<file path="src/rtl/hex_display_arbiter.sv">
// Round-robin arbiter sharing six active-low hex digits between two req/ack requesters.
// Optional build macro HEXDISP_LZ_BLANK_EN enables leading-zero suppression on hex5..hex1.
module hex_display_arbiter #(
   parameter int unsigned HOLD_CYCLES = 50_000_000
) (
   input  logic        clk,
   input  logic        rst_n,
   input  logic [1:0]  req,
   input  logic [31:0] data0,
   input  logic [31:0] data1,
   output logic [1:0]  ack,
   output logic        busy,
   output logic        owner,
   output logic [6:0]  hex0,
   output logic [6:0]  hex1,
   output logic [6:0]  hex2,
   output logic [6:0]  hex3,
   output logic [6:0]  hex4,
   output logic [6:0]  hex5
);

   typedef enum logic {S_IDLE, S_HOLD} state_t;

   localparam logic [31:0] CNT_LOAD = 32'(HOLD_CYCLES - 1);
   localparam logic [6:0]  BLANK    = 7'b1111111;

   state_t      r_state;
   logic [31:0] r_cnt;
   logic        r_rr;
   logic        r_valid;
   logic [31:0] r_disp;
   logic [1:0]  r_ack;
   logic        r_busy;
   logic        r_owner;

   logic        w_win;
   logic [6:0]  w_hex [6];
   logic        w_unused_hi;

   function automatic logic [6:0] seg7(input logic [3:0] n);
      case (n)
         4'h0: seg7 = 7'b1000000;
         4'h1: seg7 = 7'b1111001;
         4'h2: seg7 = 7'b0100100;
         4'h3: seg7 = 7'b0110000;
         4'h4: seg7 = 7'b0011001;
         4'h5: seg7 = 7'b0010010;
         4'h6: seg7 = 7'b0000010;
         4'h7: seg7 = 7'b1111000;
         4'h8: seg7 = 7'b0000000;
         4'h9: seg7 = 7'b0010000;
         4'hA: seg7 = 7'b0001000;
         4'hB: seg7 = 7'b0000011;
         4'hC: seg7 = 7'b1000110;
         4'hD: seg7 = 7'b0100001;
         4'hE: seg7 = 7'b0000100;
         default: seg7 = 7'b0001110;
      endcase
   endfunction

   // On a tie the requester that did not win last time takes the grant.
   always_comb begin
      w_win = (req == 2'b11) ? ~r_rr : req[1];
   end

   always_ff @(posedge clk or negedge rst_n) begin
      if (!rst_n) begin
         r_state <= S_IDLE;
         r_cnt   <= '0;
         r_rr    <= 1'b1;
         r_valid <= 1'b0;
         r_disp  <= '0;
         r_ack   <= 2'b00;
         r_busy  <= 1'b0;
         r_owner <= 1'b0;
      end else begin
         r_ack <= 2'b00;
         case (r_state)
            S_IDLE: begin
               if (|req) begin
                  r_disp  <= w_win ? data1 : data0;
                  r_owner <= w_win;
                  r_rr    <= w_win;
                  r_ack   <= w_win ? 2'b10 : 2'b01;
                  r_cnt   <= CNT_LOAD;
                  r_valid <= 1'b1;
                  r_busy  <= 1'b1;
                  r_state <= S_HOLD;
               end
            end
            S_HOLD: begin
               if (r_cnt == '0) begin
                  r_busy  <= 1'b0;
                  r_state <= S_IDLE;
               end else begin
                  r_cnt <= r_cnt - 32'd1;
               end
            end
            default: r_state <= S_IDLE;
         endcase
      end
   end

   // The top byte is latched with the word but never displayed.
   assign w_unused_hi = ^r_disp[31:24];

`ifdef HEXDISP_LZ_BLANK_EN
   logic w_zero_above [6];

   always_comb begin
      for (int i = 5; i >= 0; i--) begin
         if (i == 5) w_zero_above[i] = (r_disp[4*i +: 4] == 4'h0);
         else        w_zero_above[i] = w_zero_above[i+1] && (r_disp[4*i +: 4] == 4'h0);
      end
      for (int i = 0; i < 6; i++) begin
         if (!r_valid)                         w_hex[i] = BLANK;
         else if ((i != 0) && w_zero_above[i]) w_hex[i] = BLANK;
         else                                  w_hex[i] = seg7(r_disp[4*i +: 4]);
      end
   end
`else
   always_comb begin
      for (int i = 0; i < 6; i++) begin
         if (!r_valid) w_hex[i] = BLANK;
         else          w_hex[i] = seg7(r_disp[4*i +: 4]);
      end
   end
`endif

   assign ack   = r_ack;
   assign busy  = r_busy;
   assign owner = r_owner;
   assign hex0  = w_hex[0];
   assign hex1  = w_hex[1];
   assign hex2  = w_hex[2];
   assign hex3  = w_hex[3];
   assign hex4  = w_hex[4];
   assign hex5  = w_hex[5];

endmodule

</file>
<file path="config.mk">
export PLATFORM = sky130hd
export DESIGN_NAME = hex_display_arbiter
export DESIGN_NICKNAME = d
export VERILOG_FILES = /design/src/rtl/hex_display_arbiter.sv
export SDC_FILE = /design/constraint.sdc
export NUM_CORES = 1
export LEC_CHECK = 0
export BUFFER_PORTS_ARGS = -buffer_cell sky130_fd_sc_hd__buf_2
export CELL_PAD_IN_SITES_DETAIL_PLACEMENT = 1
export CELL_PAD_IN_SITES_GLOBAL_PLACEMENT = 2
export CORE_MARGIN = 4
export CORE_UTILIZATION = 33
export CTS_BUF_LIST = sky130_fd_sc_hd__clkbuf_4
export DETAILED_ROUTE_END_ITERATION = 7
export GPL_ROUTABILITY_DRIVEN = 0
export PLACE_DENSITY_LB_ADDON = 0.2
export SLEW_MARGIN = 25
export SYNTH_ARGS = -nofsm -noshare
export SYNTH_HDL_FRONTEND = slang
export SYNTH_SLANG_ARGS = --single-unit
</file>
<file path="constraint.sdc">
create_clock -name clk -period 2.8 [get_ports clk]
set_input_delay 0.14 -clock clk [delete_from_list [all_inputs] [get_ports clk]]
set_output_delay 0.14 -clock clk [all_outputs]
set_load 0.02 [all_outputs]
</file>
==> metrics.md, run 1 <==
| Metric | Value |
|---|---|
| Sort of element at the start of the critical path | flop |
| Clock latency on the worst-skew pair | 0.44 ns |
| Largest fanout on the critical path | 49 |
| CTS clk-pin slew, worst paths | 0.13 ns |
| Total negative slack for setup checks | 0 ns |
| Syn-to-layout area delta | 28.7% |
| Classification of the worst setup path | flop to flop |
| Highest achievable clock rate | 388 MHz |
| Setup violators final | 0 |
| Arrival time worst endpoint | 2.97 ns |
| Antenna diode count | 0 |
| H-tree depth | 3 |
| Endpoint class of the critical path | flop |
| Relative slew slack | 0.318 |
| Via count of the first global-routing pass | 4599 |
| Aggregate global routing overflow | 0 |
| Post-Syn Instances | 515 |
| Width of the die | 126 um |
| P_leak | 0.00244 uW |
| Area share of the largest cell type after synthesis | 0.335 |
| Final slew viol count | 0 |
| Critical Path Max Stage Delay | 0.64 ns |
| CTS root buffer | clkbuf_4 |
| Top-Level Pins | 114 |
| Final routed wire length divided by cell count | approximately 18 um |
| Initial antenna violation count | 0 |
| Via density per instance | 5.45 |
| Leading post-synthesis cells by instance count | dfrtp_1 (62), inv_1 (55), nand2_1 (48), ha_1 (37), o211ai_1 (34) |
| Post-placement worst setup slack | 0.250 ns |
| MaxCap Viol Count | 0 |
| Tightest Pin Transition | approximately 1.0 ns |
| Worst hold start | data0[22] |
| Number of enable-type register cells in the synthesized netlist | 0 |
| Number of CTS-inserted buffers | 9 |
| DR pass1 iterations | 6 |
| Power per cell area | 328 nW/um^2 |
| Run status | complete, no violations |
| Worst clock skew on the final layout | 0.0236 ns |
| Unrepaired setup endpoints after global routing | no |
| Register bit total from synthesis | 63 |
| Number of remaining DRC errors | 0 |
| Share of layout cells above drive strength 1 | 0.227 |
| Sequential fraction of the synthesis area | 0.341 |
| Number of hold violations in the final report | 0 |
| Overall power after layout | 1950 uW |
| Critical path's top delay family | buffers and inverters |
| Critical path's slowest cell | dlygate4sd3_1 |
| VDD IR-drop max | 0.169 mV |
| Total global routing track utilization | 0.179 |
| Library cells used by synthesis | just over 50 |
| Initial drt markers | 262 |
| Proportion of register bits with asynchronous set or reset after synthesis | 1.00 |
| Post-synthesis instance area | 4620 sq um |
| Clock tree from TritonCTS | yes |
| Floorplan die area | 16000 sq um |
| Via count | 4515 |
| Clock Tree Buf Depth | 2 |
| Cell accounting for the most synthesized area | dfrtp_1 |
| Final #Nets | between 700 and 800 |
| Synth Net Count | 620 |
| Maximum number of pins on one net before global-route repair | 50 |
| DPL Wire Length | 10.0 mm |
| Number of routed nets with antenna violations | 0 |
| Final Core Density | 0.441 |
| Worst path cell trace | or3_1, nand2_2, buf_4, a222oi_1, dlygate4sd3_1, inv_1 |
| Combined buffer and inverter count along the critical path | 3 |
| Wire length reported by the detailed router | ~15 mm |
| Avg Cell Area, Syn | 8.98 sq um |
| HP Class | input port to flop |
| Top-count cell post-synth | dfrtp_1 |
| Clock period minus worst slack | 2.58 ns |
| Startpoint of the lowest-slack register-to-register path | r_state |
| Worst setup path startpoint | r_state |
| I/O Buffers | 97 |
| Predominant post-synthesis flop cell | dfrtp_1 |
| Initial core utilization | 0.342 |
| Setup ws final | between 0.2 and 0.25 ns |
| Warnings from Yosys | 0 |
| Largest cells by area after synthesis | dfrtp_1 (34%), ha_1 (10%), o211ai_1 (5.5%) |
| Height of the die | 126 um |
| First-pass GRT wire length | 23.6 mm |
| Number of rows created at floorplan | 42 |
| Share of the cycle needed by the critical path after routing | 0.921 |
| Total core area | about 14000 sq um |
| Required time of the critical path | 3.19 ns |
| Sinks on Clock Net | 63 |
## worst paths after layout
check	endpoint	slack [ns]	cells after the start
min reg2reg	r_cnt[31]	0.49	1
max reg2reg	r_disp[11]	0.22	6
min in group asynchronous	r_cnt[18]	0.23	2
max in group asynchronous	r_disp[4]	1.93	3
min	r_disp[22]	0.05	3
max	r_disp[11]	0.22	6
## kinds of logic (layout without fill, tap and decap cells)
group	Yosys count	count (layout)	synth area share
AOI/OAI and AO/OA	135	135	0.218
xor gates and xnor gates	5	5	0.00947
adders and majority gates	37	37	0.100
buffers and inverters	91	229	0.0741
DFF	63	63	0.341
muxes	31	31	0.0841
and+or+nand+nor	153	153	0.173
## cell usage in the layout (no fill, tap or decap), types with 3 or more instances in the layout
master          n
nand2_1        47
mux2i_1        22
a21o_1          4
o31a_1          5
dlygate4sd3_1  45
dfrtp_1        62
mux4_2          6
mux2_2          3
o211ai_1       34
clkbuf_4        9
o311ai_0        6
nand2b_1       13
ha_1           37
o31ai_1         6
a311oi_1        4
a31oi_1         4
nor2_1         26
or3_1           7
nand3_1        14
o21ai_0        22
inv_1          55
nor3_1          9
a21boi_0        4
or4_1           8
buf_2          96
buf_4          17
a222oi_1       22
nor4_1          4
a21oi_1        13
xor2_1          5
inv_6           3
nand4_1         4
## metrics by stage
step	hold WS (ns)	instance area (sq um)	instances
finish	0.0489	5950	829
global route	0.0180	5950	829
CTS	0.0315	5950	829
detailed placement	0.200	5330	768
global placement	0.355	5320	768
floorplan	-0.156	4620	515
## state kept, by name, summed over array words and instances, names as in the netlist
signal	flops
r_cnt	32
r_disp	24
ack	2
busy	1
owner	1
r_rr	1
r_state	1
r_valid	1
## routing by layer
layer  track usage  vias to the layer above  routed length [um]
met5             0                        -                   0
met4        0.0423                        0                 112
met3        0.0311                       12                 515
met2         0.308                       79                7200
met1         0.233                     2257                6720
li1              -                     2167                   -
## report_power, final
| group | internal (uW) | switching, uW | leakage (uW) |
|---|---|---|---|
| clock network | 372 | 402 | 0.0000875 |
| logic | 85.7 | 73.3 | 0.00161 |
| registers | 954 | 64.1 | 0.000747 |
## repair_timing
| item | in CTS | in global routing |
|---|---|---|
| buffers inserted | 0 | 0 |
| endpoints found under the hold margin | 64 | 0 |
| hold buffers | 45 | 0 |
| gates resized for setup | 0 | 1 |
| endpoints found under the setup margin | 0 | 1 |
## tightest hold or removal path: stages
cell	delay (ns)
buf_2	0.08
mux2i_1	0.08
o21ai_0	0.16
## layout make-up
| type | count | area (sq um) |
|---|---|---|
| clock buffers | 9 | 67.6 |
| clock inverters | 7 | 103 |
| fillers | 1606 | 7550 |
| inverters | 55 | 206 |
| multi-input cells | 361 | 2720 |
| flip-flops and latches | 63 | 1580 |
| well taps | 176 | 220 |
| repair buffers | 158 | 1060 |
Note: power is estimated with default switching activity, not from simulation.
==> run 2: changes to the inputs <==
--- a/config.mk
+++ b/config.mk
@@ -13,7 +13,7 @@
 export CTS_BUF_LIST = sky130_fd_sc_hd__clkbuf_4
 export DETAILED_ROUTE_END_ITERATION = 7
 export GPL_ROUTABILITY_DRIVEN = 0
-export PLACE_DENSITY_LB_ADDON = 0.2
+export PLACE_DENSITY_LB_ADDON = 0.1
 export SLEW_MARGIN = 25
 export SYNTH_ARGS = -nofsm -noshare
 export SYNTH_HDL_FRONTEND = slang
==> run 2 against run 1 <==
Utilization is 0.13 points lower. Register-to-register slack barely moved. Sequential power is essentially flat. Design area is 0.29% lower. Clock skew is 0.0027 ns lower. Largest cell class unchanged. Combinational power barely moved. Worst hold slack improved by 0.011 ns. Critical path type unchanged. Non-clock buffer count rose by 1. Die area is the same. Via count down 1.2%. Global-route usage grew 0.16 points. Highest routed layer unchanged. Clock-buffer cell count is 2 higher.
==> metrics.md, run 2 (same netlist as run 1, synthesis figures left out) <==
| Metric | Value |
|---|---|
| Highest achievable clock rate | 388 MHz (about the same) |
| Initial antenna violation count | 0 (unchanged) |
| Number of CTS-inserted buffers | 9 (unchanged) |
| Sinks on Clock Net | 63 (unchanged) |
| Resize count post-CTS | 0 (unchanged) |
| Clock tree from TritonCTS | yes (unchanged) |
| Relative slew slack | 0.439 (was 0.318) |
| Wire length reported by the detailed router | 14.1 mm (was 14.6 mm) |
| Arrival time worst endpoint | 2.87 ns (was 2.97 ns) |
| P_leak | 0.00245 uW (was 0.00244 uW) |
| Total core area | 13500 sq um (unchanged) |
| Via count of the first global-routing pass | 4709 (was 4599) |
| VDD IR-drop max | 0.342 mV (was 0.169 mV) |
| Sort of element at the start of the critical path | flop (unchanged) |
| Number of remaining DRC errors | 0 (unchanged) |
| Clock Tree Buf Depth | 2 (unchanged) |
| CTS clk-pin slew, worst paths | 0.12 ns (was 0.13 ns) |
| Number of flip-flops in the largest register | 32 (unchanged) |
| Number of hold violations in the final report | 0 (unchanged) |
| Worst clock skew on the final layout | 0.0209 ns (was 0.0236 ns) |
| Antenna diode count | 0 (unchanged) |
| Register with the most flip-flops | r_cnt (unchanged) |
| Buffer count from post-CTS setup fixing | 0 (unchanged) |
| Setup ws final | 0.223 ns (was 0.222 ns) |
| H-tree depth | 3 (unchanged) |
| Share of layout cells above drive strength 1 | 0.223 (was 0.227) |
| Endpoint class of the critical path | flop (unchanged) |
| Via density per instance | 5.37 (was 5.45) |
| Via count | 4460 (was 4515) |
| Height of the die | 126 um (unchanged) |
| Overall power after layout | 1890 uW (was 1950 uW) |
| Final Core Density | 0.440 (was 0.441) |
| Internal reg-to-reg setup slack | 0.22 ns (about the same) |
| First-pass GRT wire length | 24.1 mm (was 23.6 mm) |
| Classification of the worst setup path | flop to flop (unchanged) |
| Clock latency on the worst-skew pair | 0.42 ns (was 0.44 ns) |
| Largest fanout on the critical path | 6 (was 49) |
| Share of the cycle needed by the critical path after routing | 0.920 (was 0.921) |
| Post-placement worst setup slack | 0.237 ns (was 0.250 ns) |
| CTS root buffer | clkbuf_4 (unchanged) |
| Final routed wire length divided by cell count | 17.0 um (was 17.6 um) |
| Power per cell area | 319 nW/um^2 (was 328 nW/um^2) |
| Number of rows created at floorplan | 42 (unchanged) |
| Clock period minus worst slack | 2.58 ns (about the same) |
| Tightest Pin Transition | 0.841 ns (was 1.02 ns) |
| Initial drt markers | 283 (was 262) |
| Number of routed nets with antenna violations | 0 (unchanged) |
| Required time of the critical path | 3.09 ns (was 3.19 ns) |
| Most used cells in the layout excluding fill and tap cells | buf_2 (97), dfrtp_1 (62), inv_1 (55) (was buf_2 (96), dfrtp_1 (62), inv_1 (55)) |
| Total global routing track utilization | 0.180 (was 0.179) |
| Most common library cell in the layout ignoring fill and taps | buf_2 (unchanged) |
| Final #Nets | 754 (was 753) |
| Setup violators final | 0 (unchanged) |
| Initial core utilization | 0.342 (unchanged) |
| Syn-to-layout area delta | 28.4% (was 28.7%) |
| Critical Path Max Stage Delay | 0.61 ns (was 0.64 ns) |
| Unrepaired setup endpoints after global routing | no (unchanged) |
| HP Class | input port to flop (unchanged) |
| DPL Wire Length | 9.89 mm (was 10.0 mm) |
| Critical path's slowest cell | or4_1 (was dlygate4sd3_1) |
| Hold-fix buffer count after cts | 45 (unchanged) |
| Total negative slack for setup checks | 0 ns (unchanged) |
| Run status | complete, no violations (unchanged) |
| MaxCap Viol Count | 0 (unchanged) |
| DR pass1 iterations | 6 (unchanged) |
| Width of the die | 126 um (unchanged) |
| Floorplan die area | 16000 sq um (unchanged) |
| Aggregate global routing overflow | 0 (unchanged) |
| Maximum number of pins on one net before global-route repair | 64 (was 50) |
| Top-Level Pins | 114 (unchanged) |
| Worst path cell trace | or4_1, or4_4, or3_1, a311oi_1, a21oi_1 (was or3_1, nand2_2, buf_4, a222oi_1, dlygate4sd3_1, inv_1) |
| Final slew viol count | 0 (unchanged) |
| Filler cells | 1609 (was 1606) |
| I/O Buffers | 97 (unchanged) |
[run 2: cell count changes in the layout (fill, tap and decap cells not counted), sizes merged]
cell,previous run,this run
buf,113,114
clkinv,1,3
clkinvlp,1,0
inv,58,55
clkbuf,9,11
[run 2: area by class of cell]
class,instances,area (sq um),share of cell area
flip-flops and latches,63,1580,0.266
inverters,55,206,0.0348
repair buffers,159,1060,0.179
multi-input cells,361,2710,0.457
clock inverters,5,72.6,0.0122
clock buffers,11,82.6,0.0139
well taps,176,220,0.0371
[run 2: where the power goes]
| group | total (uW) | switching, uW | internal, uW |
|---|---|---|---|
| Sequential | 1020 | 63.2 | 954 |
| Clock | 715 | 340 | 376 |
| Combinational | 159 | 74.0 | 84.5 |
| Total | 1890 | 477 | 1410 |
[run 2: path summary, 6_finish.rpt]
kind,from,to,depth (start not counted)
min in group asynchronous,rst_n,r_cnt[15],3
worst min-delay path,data0[22],r_disp[22],3
max in group asynchronous,rst_n,r_cnt[2],3
worst max-delay path,r_cnt[15],r_cnt[3],5
worst min register to register,r_cnt[31],r_cnt[31],1
worst max register to register,r_cnt[15],r_cnt[3],5
[run 2: critical path: cells and delay by family, from the launching register on]
kind	cells	cell delay, ns
flip-flops	1	0.44
AND/OR/NAND/NOR	3	1.61
AO/OA/AOI/OAI	2	0.40
[run 2: through the flow]
step	instances	area [sq um]	hold WS, ns
6_report	830	5940	0.0601
3_5_place_dp	769	5330	0.364
5_1_grt	830	5940	0.0789
2_1_floorplan	515	4620	-0.156
3_3_place_gp	769	5320	0.353
4_1_cts	830	5940	0.0322
[run 2: per-layer routing]
metal / vias to the layer above / global-route usage / routed length, um
met5: - / 0 / 0
met2: 80 / 0.303 / 6900
met4: 0 / 0.0498 / 174
met3: 16 / 0.0269 / 557
met1: 2198 / 0.242 / 6510
li1: 2166 / - / -
